`src/rtl/darkpc_pkg.sv`:
```
// rtl/darkpc_pkg.sv - shared types and helpers for the multi-thread PC unit
package darkpc_pkg;

  typedef enum logic [1:0] {BOOT, RUN, FLUSH} pc_state_t;

  localparam int unsigned INSN_STEP = 4;

  // Clear the low 'align' bits of a redirect target; callers cast to XLEN.
  function automatic logic [63:0] align_pc(input logic [63:0] addr, input int unsigned align);
    align_pc = addr & ~((64'd1 << align) - 64'd1);
  endfunction

endpackage

```
`src/rtl/darkpc_flush.sv`:
```
// rtl/darkpc_flush.sv - boot/run/flush sequencer producing the fetch-valid qualifier
module darkpc_flush
  import darkpc_pkg::*;
#(
  parameter int FLUSH = 2
) (
  input  logic CLK,
  input  logic RES,
  input  logic EN,
  input  logic redir,
  output logic vld
);

  localparam logic [2:0] FLUSH_LD = 3'(FLUSH);

  pc_state_t  state, state_nx;
  logic [2:0] cnt, cnt_nx;

  always_ff @(posedge CLK or negedge RES) begin
    if (!RES) begin
      state <= BOOT;
      cnt   <= '0;
    end else begin
      state <= state_nx;
      cnt   <= cnt_nx;
    end
  end

  always_comb begin
    state_nx = state;
    cnt_nx   = cnt;
    // BOOT leaves on the first edge whether or not EN is set
    if (state == BOOT) state_nx = RUN;
    if (EN) begin
      if (redir && (FLUSH_LD != 3'd0)) begin
        state_nx = darkpc_pkg::FLUSH;
        cnt_nx   = FLUSH_LD;
      end else if (state == darkpc_pkg::FLUSH) begin
        if (cnt <= 3'd1) begin
          state_nx = RUN;
          cnt_nx   = '0;
        end else begin
          cnt_nx = cnt - 3'd1;
        end
      end
    end
  end

  assign vld = (state == RUN);

endmodule

```
`src/rtl/darkpc_mt.sv`:
```
// rtl/darkpc_mt.sv - per-thread fetch PC, exception PC and active-thread select
module darkpc_mt
  import darkpc_pkg::*;
#(
  parameter int              XLEN     = 32,
  parameter int              THREADS  = 2,
  parameter logic [XLEN-1:0] RESET_PC = '0,
  parameter logic [XLEN-1:0] TRAP_PC  = XLEN'(32'h0000_0080),
  parameter int              FLUSH    = 2,
  parameter int              ALIGN    = 2
) (
  input  logic                                          CLK,
  input  logic                                          RES,
  input  logic                                          EN,
  input  logic                                          TSW,
  input  logic                                          BR,
  input  logic [XLEN-1:0]                               BRPC,
  input  logic                                          TRAP,
  output logic [XLEN-1:0]                               PC,
  output logic [XLEN-1:0]                               NXPC,
  output logic [((THREADS > 1) ? $clog2(THREADS) : 1)-1:0] TID,
  output logic                                          VLD,
  output logic [XLEN-1:0]                               EPC
);

  localparam int TW = (THREADS > 1) ? $clog2(THREADS) : 1;

  logic [XLEN-1:0] pcs  [THREADS];
  logic [XLEN-1:0] epcs [THREADS];
  logic [TW-1:0]   tid;
  logic            run;
  logic [XLEN-1:0] br_target;
  logic [XLEN-1:0] pc_nx;

  darkpc_flush #(.FLUSH(FLUSH)) u_flush (
    .CLK   (CLK),
    .RES   (RES),
    .EN    (EN),
    .redir (BR | TRAP),
    .vld   (run)
  );

  assign br_target = XLEN'(align_pc(64'(BRPC), ALIGN));
  assign PC        = pcs[tid];
  assign EPC       = epcs[tid];
  assign NXPC      = PC + XLEN'(INSN_STEP);
  assign TID       = tid;
  assign VLD       = run;

  always_comb begin
    pc_nx = PC;
    if (TRAP)     pc_nx = TRAP_PC;
    else if (BR)  pc_nx = br_target;
    else if (run) pc_nx = NXPC;
  end

  // Only the active thread is written; a switch selects the next thread after its update.
  always_ff @(posedge CLK or negedge RES) begin
    if (!RES) begin
      for (int t = 0; t < THREADS; t++) begin
        pcs[t]  <= RESET_PC;
        epcs[t] <= '0;
      end
      tid <= '0;
    end else if (EN) begin
      pcs[tid] <= pc_nx;
      if (TRAP) epcs[tid] <= PC;
      if (TSW && (THREADS > 1)) tid <= tid + TW'(1);
    end
  end

endmodule

```
`config.mk`:
```
export PLATFORM = sky130hd
export DESIGN_NAME = darkpc_mt
export DESIGN_NICKNAME = d
export VERILOG_FILES = /design/src/rtl/darkpc_pkg.sv /design/src/rtl/darkpc_flush.sv /design/src/rtl/darkpc_mt.sv
export SDC_FILE = /design/constraint.sdc
export NUM_CORES = 1
export LEC_CHECK = 0
export BUFFER_PORTS_ARGS = -buffer_cell sky130_fd_sc_hd__buf_2
export CAP_MARGIN = 5
export CELL_PAD_IN_SITES_DETAIL_PLACEMENT = 0
export CELL_PAD_IN_SITES_GLOBAL_PLACEMENT = 2
export CORE_ASPECT_RATIO = 0.5
export CORE_MARGIN = 2
export CORE_UTILIZATION = 30
export DETAILED_ROUTE_END_ITERATION = 10
export MAX_ROUTING_LAYER = met4
export PLACE_DENSITY = 0.78
export SYNTH_ARGS = -nofsm -noshare
export SYNTH_HDL_FRONTEND = slang
export SYNTH_HIERARCHICAL = 1
export SYNTH_SLANG_ARGS = --single-unit
```
`constraint.sdc`:
```
create_clock -name CLK -period 6.6 [get_ports CLK]
set_clock_uncertainty 0.1 [all_clocks]
set_input_delay 0.66 -clock CLK [delete_from_list [all_inputs] [get_ports CLK]]
set_output_delay 0.66 -clock CLK [all_outputs]
set_load 0.02 [all_outputs]
```
# Word-level counts from Yosys, hierarchy flattened
# Index checks and enable logic that the tools add are counted.
[classes]
n_addsub = 3
magnitude_cmp = 3
n_eq_ne = 2
mux = 21
bitwise = 2
n_reduce_logical = 6
[op_table]
columns = ["cell", "count"]
rows = [
  ["32-bit two-way mux", 10],
  ["64-bit bitwise mux", 2],
  ["32-bit by 3-bit adder with 32-bit output, second input constant", 1],
  ["32-bit demux with 1-bit select", 1],
  ["2-bit two-way mux", 5],
  ["3-bit two-way mux", 3],
  ["2-bit AND reduction", 3],
  ["3-bit by 1-bit <= comparator with 1-bit output, second input constant", 1],
  ["3-bit by 1-bit subtractor with 3-bit output, second input constant", 1],
  ["2-bit by 1-bit == test with 1-bit output, second input constant", 1],
  ["2-bit == test, second input constant", 1],
  ["2-bit greater-or-equal comparator, second input constant", 1],
  ["2-bit logical NOT", 1],
  ["2-bit by 1-bit less-than comparator with 1-bit output, second input constant", 1],
  ["1-bit NOT with 2-bit output", 1],
  ["2-bit nonzero test", 1],
  ["1-bit adder, second input constant", 1],
  ["1-bit logical AND", 1],
  ["1-bit bitwise OR", 1],
]
[word_totals]
register_bits = 134
inputBits = 38
elab_cells = 44

# Logic depth before layout (Yosys ltp)
# Gate-level depths: netlist of run 1.
[logic_depth]
depth_word = 9
depth_mapped = 14
depth_no_buf = 9

# By module
# Netlist of run 1, hierarchy kept.
[by_module_without_submodules]
columns = ["module", "instances", "cells_per_inst", "area_per_inst_um2"]
rows = [
  ["darkpc_mt", 1, 788, 7269.5],
  ["darkpc_flush", 1, 29, 300.3],
]

# Worst setup path before layout of run 1
# OpenSTA, ideal clock, no wires.
[synth_timing]
path_type = "register -> output"
startpoint = "register tid (netlist: TID)"
endpoint = "output NXPC[28]"
t_arrival_ps = 3463
required_time_ps = 5840
setup_slack_ps = 2377
path_stages_with_launch = 15
path_buffers = 5
cell_sequence = "dfrtp_1 > buf_6 > buf_6 > buf_2 > buf_2 > buf_2 > mux2i_1 > inv_1 > ha_1 > nand4b_1 > a22oi_2 > nand4b_4 > nor4_4 > nand2_1 > xnor2_1"
[synth_via]
elab_chain_len = 5
[synth_lines]
columns = ["item", "line", "rtl"]
rows = [
  ["from (decl)", "darkpc_mt.sv:30", "logic [TW-1:0] tid;"],
  ["from (signal assigned)", "darkpc_mt.sv:68", "if (TSW && (THREADS > 1)) tid <= tid + TW'(1);"],
  ["1-bit NOT with 2-bit output (implied by the code)", "darkpc_mt.sv:44", "assign PC = pcs[tid];"],
  ["32-bit two-way mux (implied by the code) (3 in series)", "darkpc_mt.sv:44", ""],
  ["via PC[3]", "darkpc_mt.sv:19", "output logic [XLEN-1:0] PC,"],
  ["32-bit by 3-bit adder with 32-bit output", "darkpc_mt.sv:46", "assign NXPC = PC + XLEN'(INSN_STEP);"],
  ["to (decl)", "darkpc_mt.sv:20", "output logic [XLEN-1:0] NXPC,"],
]
# The timed path passes the listed nets, and every way through them passes these cells. The select of a mux whose other input is x is not followed.

# Worst setup path in the final report of run 1
[layout_timing]
startpoint = "register tid (netlist: TID)"
endpoint = "output NXPC[28]"
[layout_via]
elab_chain_len = 5
[layout_lines]
columns = ["item", "line"]
rows = [
  ["1-bit NOT with 2-bit output (implied by the code)", "darkpc_mt.sv:44"],
  ["32-bit two-way mux (implied by the code) (3 in series)", "darkpc_mt.sv:44"],
  ["32-bit by 3-bit adder with 32-bit output", "darkpc_mt.sv:46"],
]
# No other way between the ends. The select of a mux whose other input is x is not followed.

==> Flow_metrics.wiki, run 1 <==
{| class="wikitable"
! Metric !! Value
|-
| Peak ir drop on the vdd network || 0.187 mV
|-
| Sink count of the clock tree || 134
|-
| TNS Setup || 0 ns
|-
| Inserted Clock Buffers || 17
|-
| Cells resized by post-CTS repair || 0
|-
| Sequential element share of the synthesized area || 44.3%
|-
| Number of max-slew violations in the final report || 0
|-
| Outcome || finished clean
|-
| Kind of launch point of the worst setup path || flip-flop
|-
| Gr ovfl total || 0
|-
| Count of final setup violators || 0
|-
| Most instantiated library cell after synthesis || nand2_1
|-
| Seq cells post-synth || 134
|-
| CP Data Required Time || 5.84 ns
|-
| Pin count of the biggest net entering global routing || 78
|-
| Mean instance size in the synthesized netlist || 9.27 µm²
|-
| Port Buffers || 133
|-
| Path class of the lowest-slack min-delay path || in2async
|-
| TritonCTS clock tree || done
|-
| Share of flip-flops with an asynchronous set or reset || 100%
|-
| Nature of the critical path endpoint || output pin
|-
| Setup Buffers After CTS || 0
|-
| Fraction of power consumed by combinational cells || 47.2%
|-
| Initial DRT Pass Iterations || 5
|-
| Max clock buf depth || 2
|-
| Int Pwr || 2.49 mW
|-
| Worst flop-to-flop path startpoint || TID
|-
| Area inside the core boundary || 0.0250 mm²
|-
| Global-route usage over all layers || 18.6%
|-
| # hold bufs at CTS || 0
|-
| Detailed Route WL || 23.7 mm
|-
| Critical Path Fanout Max || 77
|-
| Average vias per placed instance || 5.06
|-
| Net switching power || 2.07 mW
|-
| Initial Util || 30.3%
|-
| Number of cells on the worst reg-to-reg path || 9
|-
| Number of antenna violations at the first check in global routing || 0
|-
| Standard-cell row count || 41
|-
| Syn Std Cell Area || 0.00757 mm²
|-
| Final period utilization || 75.5%
|-
| Global-route wire length before repair || 36.6 mm
|-
| End of the critical path || NXPC[28]
|-
| Total stage count of the critical path || 10
|-
| Worst flop-to-flop path endpoint || pcs[60]
|-
| Hpwl dp || 16.5 mm
|-
| Critical path's top delay family || flip-flops
|-
| EDFF count, synth || 0
|-
| Flop-to-flop setup slack || 2.49 ns
|-
| Routed WL per cell || 18.4 µm
|-
| Critical path class || reg2out
|-
| Final Non-Filler Cells || 1,289
|-
| Top-area cell type share of the netlist area || 44.3%
|-
| Number of nets still failing antenna checks after routing || 0
|-
| Cells taking the most area after synthesis || dfrtp_1 (44%), nand2_1 (7.9%), o21ai_0 (6.0%)
|-
| Cell variety after synth || 65
|-
| Clock slew at reported path FFs || 0.06 ns
|-
| Number of H-tree branching levels || 4
|-
| Transition time at the pin with the least slew margin || 1.10 ns
|-
| Startpoint of the most critical setup path || TID
|-
| Min cycle time layout || 4.98 ns
|-
| Endpoints failing hold || 0
|-
| Weighted congestion at the end of routability-driven global placement || 0.817
|-
| Ys Warns || 6
|-
| Root cell of the clock tree || clkbuf_16
|-
| Latest clock arrival within the worst-skew pair || 0.43 ns
|-
| Post-Syn Nets || 858
|-
| Die H || 116 µm
|-
| Critical-path top delay cell || dfrtp_4
|-
| Sequential fraction of design power || 32.5%
|-
| Cell-by-cell listing of the critical path || mux2i_1 -> inv_1 -> ha_1 -> nand4_1 -> a22oi_2 -> nand4b_4 -> nor4_4 -> nand2_1 -> xnor2_1 -> buf_2
|-
| MaxCap Viol Count || 0
|-
| # IOs || 136
|-
| Area growth from synthesis to layout || 20.3%
|-
| Max Freq || 201 MHz
|-
| Proportion of power drawn by the clock network || 20.3%
|-
| Floorplan die area || 0.0266 mm²
|-
| Iteration-0 DRC count of the detailed router || 404
|-
| Unrepaired setup endpoints after global routing || no
|-
| Fin util || 36.5%
|-
| Most area-hungry cell type in the Yosys netlist || dfrtp_1
|-
| Number of global-route vias before repair || 6,288
|-
| Static leakage power || 4.35 nW
|-
| Placed Instances || 1,257
|-
| Count of mapped cells out of synthesis || 817
|-
| Width of the die || 229 µm
|-
| Net switching fraction of the power || 45.4%
|-
| Count of vias placed by the detailed router || 6,519
|-
| Commonest cells post-synth || nand2_1 (160), dfrtp_1 (134), o21ai_0 (90), xnor2_1 (43), inv_1 (38)
|-
| Biggest cell delay along the critical path || 1.07 ns
|-
| Synth Flop Type || dfrtp_1
|-
| Share of cells above drive strength 1 || 24.8%
|-
| Final routed DRC violation total || 0
|-
| Final Net Count || 973
|-
| Remaining max-slew budget at the tightest pin || 26.6%
|-
| Worst EP arrival || 4.22 ns
|-
| Combined buffer and inverter count along the critical path || 2
|-
| Total power per unit cell area || 501 mW/mm²
|}
-- worst reg2reg max path: stages (launching register included) --
cell      delay, ns
dfrtp_4        1.07
mux2i_1        0.42
inv_1          0.16
ha_1           0.29
nand4_1        0.17
a22oi_2        0.48
nand4b_4       0.27
nor4_4         0.45
mux2_2         0.40
a22o_1         0.20
-- logic make-up (layout without fill, tap and decap cells) --
logic type / count (synthesis) / count (layout) / share of synthesized area [%]
simple gates: 282 / 282 / 18.4
fa+ha+maj: 3 / 3 / 0.496
other cells: 0 / 1 / 0
compound gates: 197 / 197 / 17.0
flops: 134 / 134 / 44.3
buf+inv: 88 / 215 / 5.01
mux: 69 / 69 / 9.74
xor+xnor: 44 / 44 / 5.09
-- power by group through the flow --
stage                     registers, mW  clock network (mW)  logic, mW
final                              1.49               0.925       2.15
after global routing               1.54               0.980       2.36
after CTS                          1.49               0.939       2.18
after detailed placement           1.50                   0       2.17
after global placement             1.48                   0       2.14
after floorplan                    1.33                   0       1.61
-- how the worst min path moves through the flow --
stage	from	to	slack (ns)	cells after the start
floorplan	RES	TID	0.26	0
global placement	epcs[4]	epcs[4]	0.36	2
detailed placement	epcs[15]	epcs[15]	0.36	2
CTS	RES	TID	0.29	1
global route	RES	u_flush/cnt[2]	0.33	1
finish	RES	TID	0.27	1
-- stage by stage --
stage          cell area, µm²  worst slack (ns)  total power, mW  hold WS, ns
2_1_floorplan            7570              2.38             2.94        0.264
3_3_place_gp             8540              2.03             3.63        0.356
3_5_place_dp             8540              1.95             3.67        0.364
4_1_cts                  9100              1.45             4.60        0.294
5_1_grt                  9100              1.19             4.88        0.335
6_report                 9110              1.62             4.56        0.273
-- metal layers --
layer	vias up	global-route usage, %	wire length [µm]
met5	-	-	0
met4	0	4.36	256
met3	18	3.37	772
met2	117	29.5	11100
met1	3278	24.8	11600
li1	3106	-	-
-- area by class of cell --
cell class	count	area, µm²
clock buffers	21	460
well taps	344	430
inverters	40	150
diodes	1	2.50
repair buffers	144	751
clock inverters	10	105
fillers	2543	15900
multi-input cells	595	3850
flip-flops and latches	134	3360
-- cells in the final DEF (no fill, tap or decap), drive strengths merged, types with 26 or more instances in the layout --
cell / instances
inv: 38
mux2: 37
dfrtp: 134
xnor2: 43
buf: 144
mux2i: 32
nand2: 160
a21oi: 26
nor2: 37
o21ai: 94
-- registers in the layout, summed over array words and instances (netlist names) --
| register | flops |
|---|---|
| u_flush/state | 2 |
| u_flush/cnt | 3 |
| TID | 1 |
| pcs | 64 |
| epcs | 64 |
No activity file was read; power rests on OpenSTA's default activity.
==> run 2, diff against run 1 <==
Clock period 6.6 ns to 4.8 ns, I/O delays scaled along.
==> run 2 against run 1 <==
Compared with the run above: sequential cell count did not move; via count up 1.1%; sequential share of layout area down 0.29 points; routed wire length increased by 1.1%; die area stayed put; non-clock buffer count rose by 4; power increased by 39%; clock power is 46% higher; sequential power up 30%; cell count grew 0.31%; critical path type unchanged; critical endpoint unchanged; highest routed layer unchanged.
==> Flow_metrics.wiki, run 2 (synthesis gave the netlist of run 1 again) <==
{| class="wikitable"
! Metric !! Value
|-
| Outcome || finished clean
|-
| Area inside the core boundary || 0.0250 mm²
|-
| Sink count of the clock tree || 134
|-
| Transition time at the pin with the least slew margin || 1.08 ns
|-
| Final routed DRC violation total || 0
|-
| Nature of the critical path endpoint || output pin
|-
| Hpwl dp || 17.0 mm
|-
| Cells resized by post-CTS repair || 0
|-
| Total power per unit cell area || 693 mW/mm²
|-
| # IOs || 136
|-
| Detailed Route WL || 24.0 mm
|-
| Worst hold margin || 0.0361 ns
|-
| Gr ovfl total || 0
|-
| # hold bufs at CTS || 0
|-
| MaxCap Viol Count || 0
|-
| Root cell of the clock tree || clkbuf_16
|-
| Number of nets still failing antenna checks after routing || 0
|-
| Static leakage power || 4.38 nW
|-
| Max Freq || 241 MHz
|-
| Latest clock arrival within the worst-skew pair || 0.44 ns
|-
| Count of final setup violators || 0
|-
| Regs by FF count || epcs (64), pcs (64), u_flush/cnt (3)
|-
| Inserted Clock Buffers || 17
|-
| Leading cell type in the layout, fill and taps excluded || nand2_1
|-
| Setup Buffers After CTS || 0
|-
| CP Data Required Time || 4.22 ns
|-
| Detailed-route wire length on metal 1 || 11.3 mm
|-
| Min cycle time layout || 4.15 ns
|-
| Worst EP arrival || 3.57 ns
|-
| Detail Route met2 WL || 11.2 mm
|-
| Die H || 116 µm
|-
| Number of antenna violations at the first check in global routing || 0
|-
| Global-route usage over all layers || 18.9%
|-
| Iteration-0 DRC count of the detailed router || 442
|-
| Pin count of the biggest net entering global routing || 73
|-
| Area growth from synthesis to layout || 21.3%
|-
| Number of global-route vias before repair || 6,442
|-
| Max clock buf depth || 2
|-
| Worst flop-to-flop path startpoint || TID
|-
| TNS Setup || 0 ns
|-
| Number of max-slew violations in the final report || 0
|-
| Path class of the lowest-slack min-delay path || in2async
|-
| Placement-stage worst setup slack || 1.14 ns
|-
| Routed length on met3 || 1.05 mm
|-
| Standard-cell row count || 41
|-
| Average vias per placed instance || 5.10
|-
| Ant diodes || 0
|-
| Share of cells above drive strength 1 || 25.4%
|-
| Global-route wire length before repair || 37.0 mm
|-
| Final period utilization || 86.4%
|-
| Weighted congestion at the end of routability-driven global placement || 0.842
|-
| Initial Util || 30.3%
|-
| Top layer used by detailed routing || met4
|-
| Startpoint of the most critical setup path || TID
|-
| Routed WL per cell || 18.6 µm
|-
| Kind of launch point of the worst setup path || flip-flop
|-
| Count of vias placed by the detailed router || 6,593
|-
| Final worst-path setup slack || 0.654 ns
|-
| Highest-count cells in the layout ignoring fill and taps || nand2_1 (157), dfrtp_1 (133), buf_2 (132)
|-
| Clock slew at reported path FFs || 0.06 ns
|-
| Number of H-tree branching levels || 4
|-
| Final Net Count || 977
|-
| TritonCTS clock tree || done
|-
| Width of the die || 229 µm
|-
| Initial DRT Pass Iterations || 5
|-
| Port Buffers || 133
|-
| Floorplan die area || 0.0266 mm²
|-
| Critical Path Fanout Max || 40
|-
| Peak ir drop on the vdd network || 0.279 mV
|-
| Unrepaired setup endpoints after global routing || no
|-
| Critical path class || reg2out
|-
| Endpoints failing hold || 0
|-
| Remaining max-slew budget at the tightest pin || 27.9%
|}
[run 2: cell types whose count changed in the layout (fill, tap and decap cells not counted), sizes merged]
cell      delta
buf          +4
bufinv       +1
clkinv       +1
clkbuf       -3
diode        -1
clkinvlp     +2
[run 2: worst paths after layout]
| kind | endpoint | slack [ns] | depth (start not counted) |
|---|---|---|---|
| worst max-delay path | NXPC[28] | 0.65 | 8 |
| worst max register to register | pcs[60] | 1.36 | 7 |
| worst min-delay path | u_flush/cnt[0] | 0.04 | 1 |
| max in group asynchronous | epcs[45] | 3.68 | 2 |
| min in group CLK | TID | 0.23 | 3 |
| worst min register to register | epcs[6] | 0.37 | 2 |
[run 2: cell type report]
type | instances | area [µm²]
clock buffers | 18 | 439
repair buffers | 148 | 793
well taps | 344 | 430
clock inverters | 14 | 159
flip-flops and latches | 134 | 3360
multi-input cells | 595 | 3850
fillers | 2601 | 15800
inverters | 40 | 150
[run 2: metrics by stage]
stage	power, mW	std cells	area (µm²)	util, %
after CTS	6.42	1293	9180	36.7
final	6.36	1293	9180	36.7
after detailed placement	5.05	1261	8580	34.3
after global placement	5.00	1261	8580	34.3
after global routing	6.80	1293	9180	36.7
after floorplan	4.04	817	7570	-
[run 2: critical path, stage by stage, from the launching register on]
cell	delay, ns
dfrtp_4	0.49
buf_4	0.45
mux2i_1	0.36
a211oi_2	0.49
nand4b_4	0.29
nor4_4	0.49
nand2_1	0.16
xnor2_1	0.16
buf_2	0.18
[run 2: power breakdown]
group | switching, mW | internal, mW
clock | 0.522 | 0.823
combinational | 2.01 | 1.08
sequential | 0.361 | 1.57
total | 2.89 | 3.47
[run 2: metal layers]
metal / up-vias / GRT usage, %
li1: 3110 / -
met1: 3285 / 24.7
met2: 165 / 29.9
met3: 33 / 3.47
met4: 0 / 6.36
met5: - / -
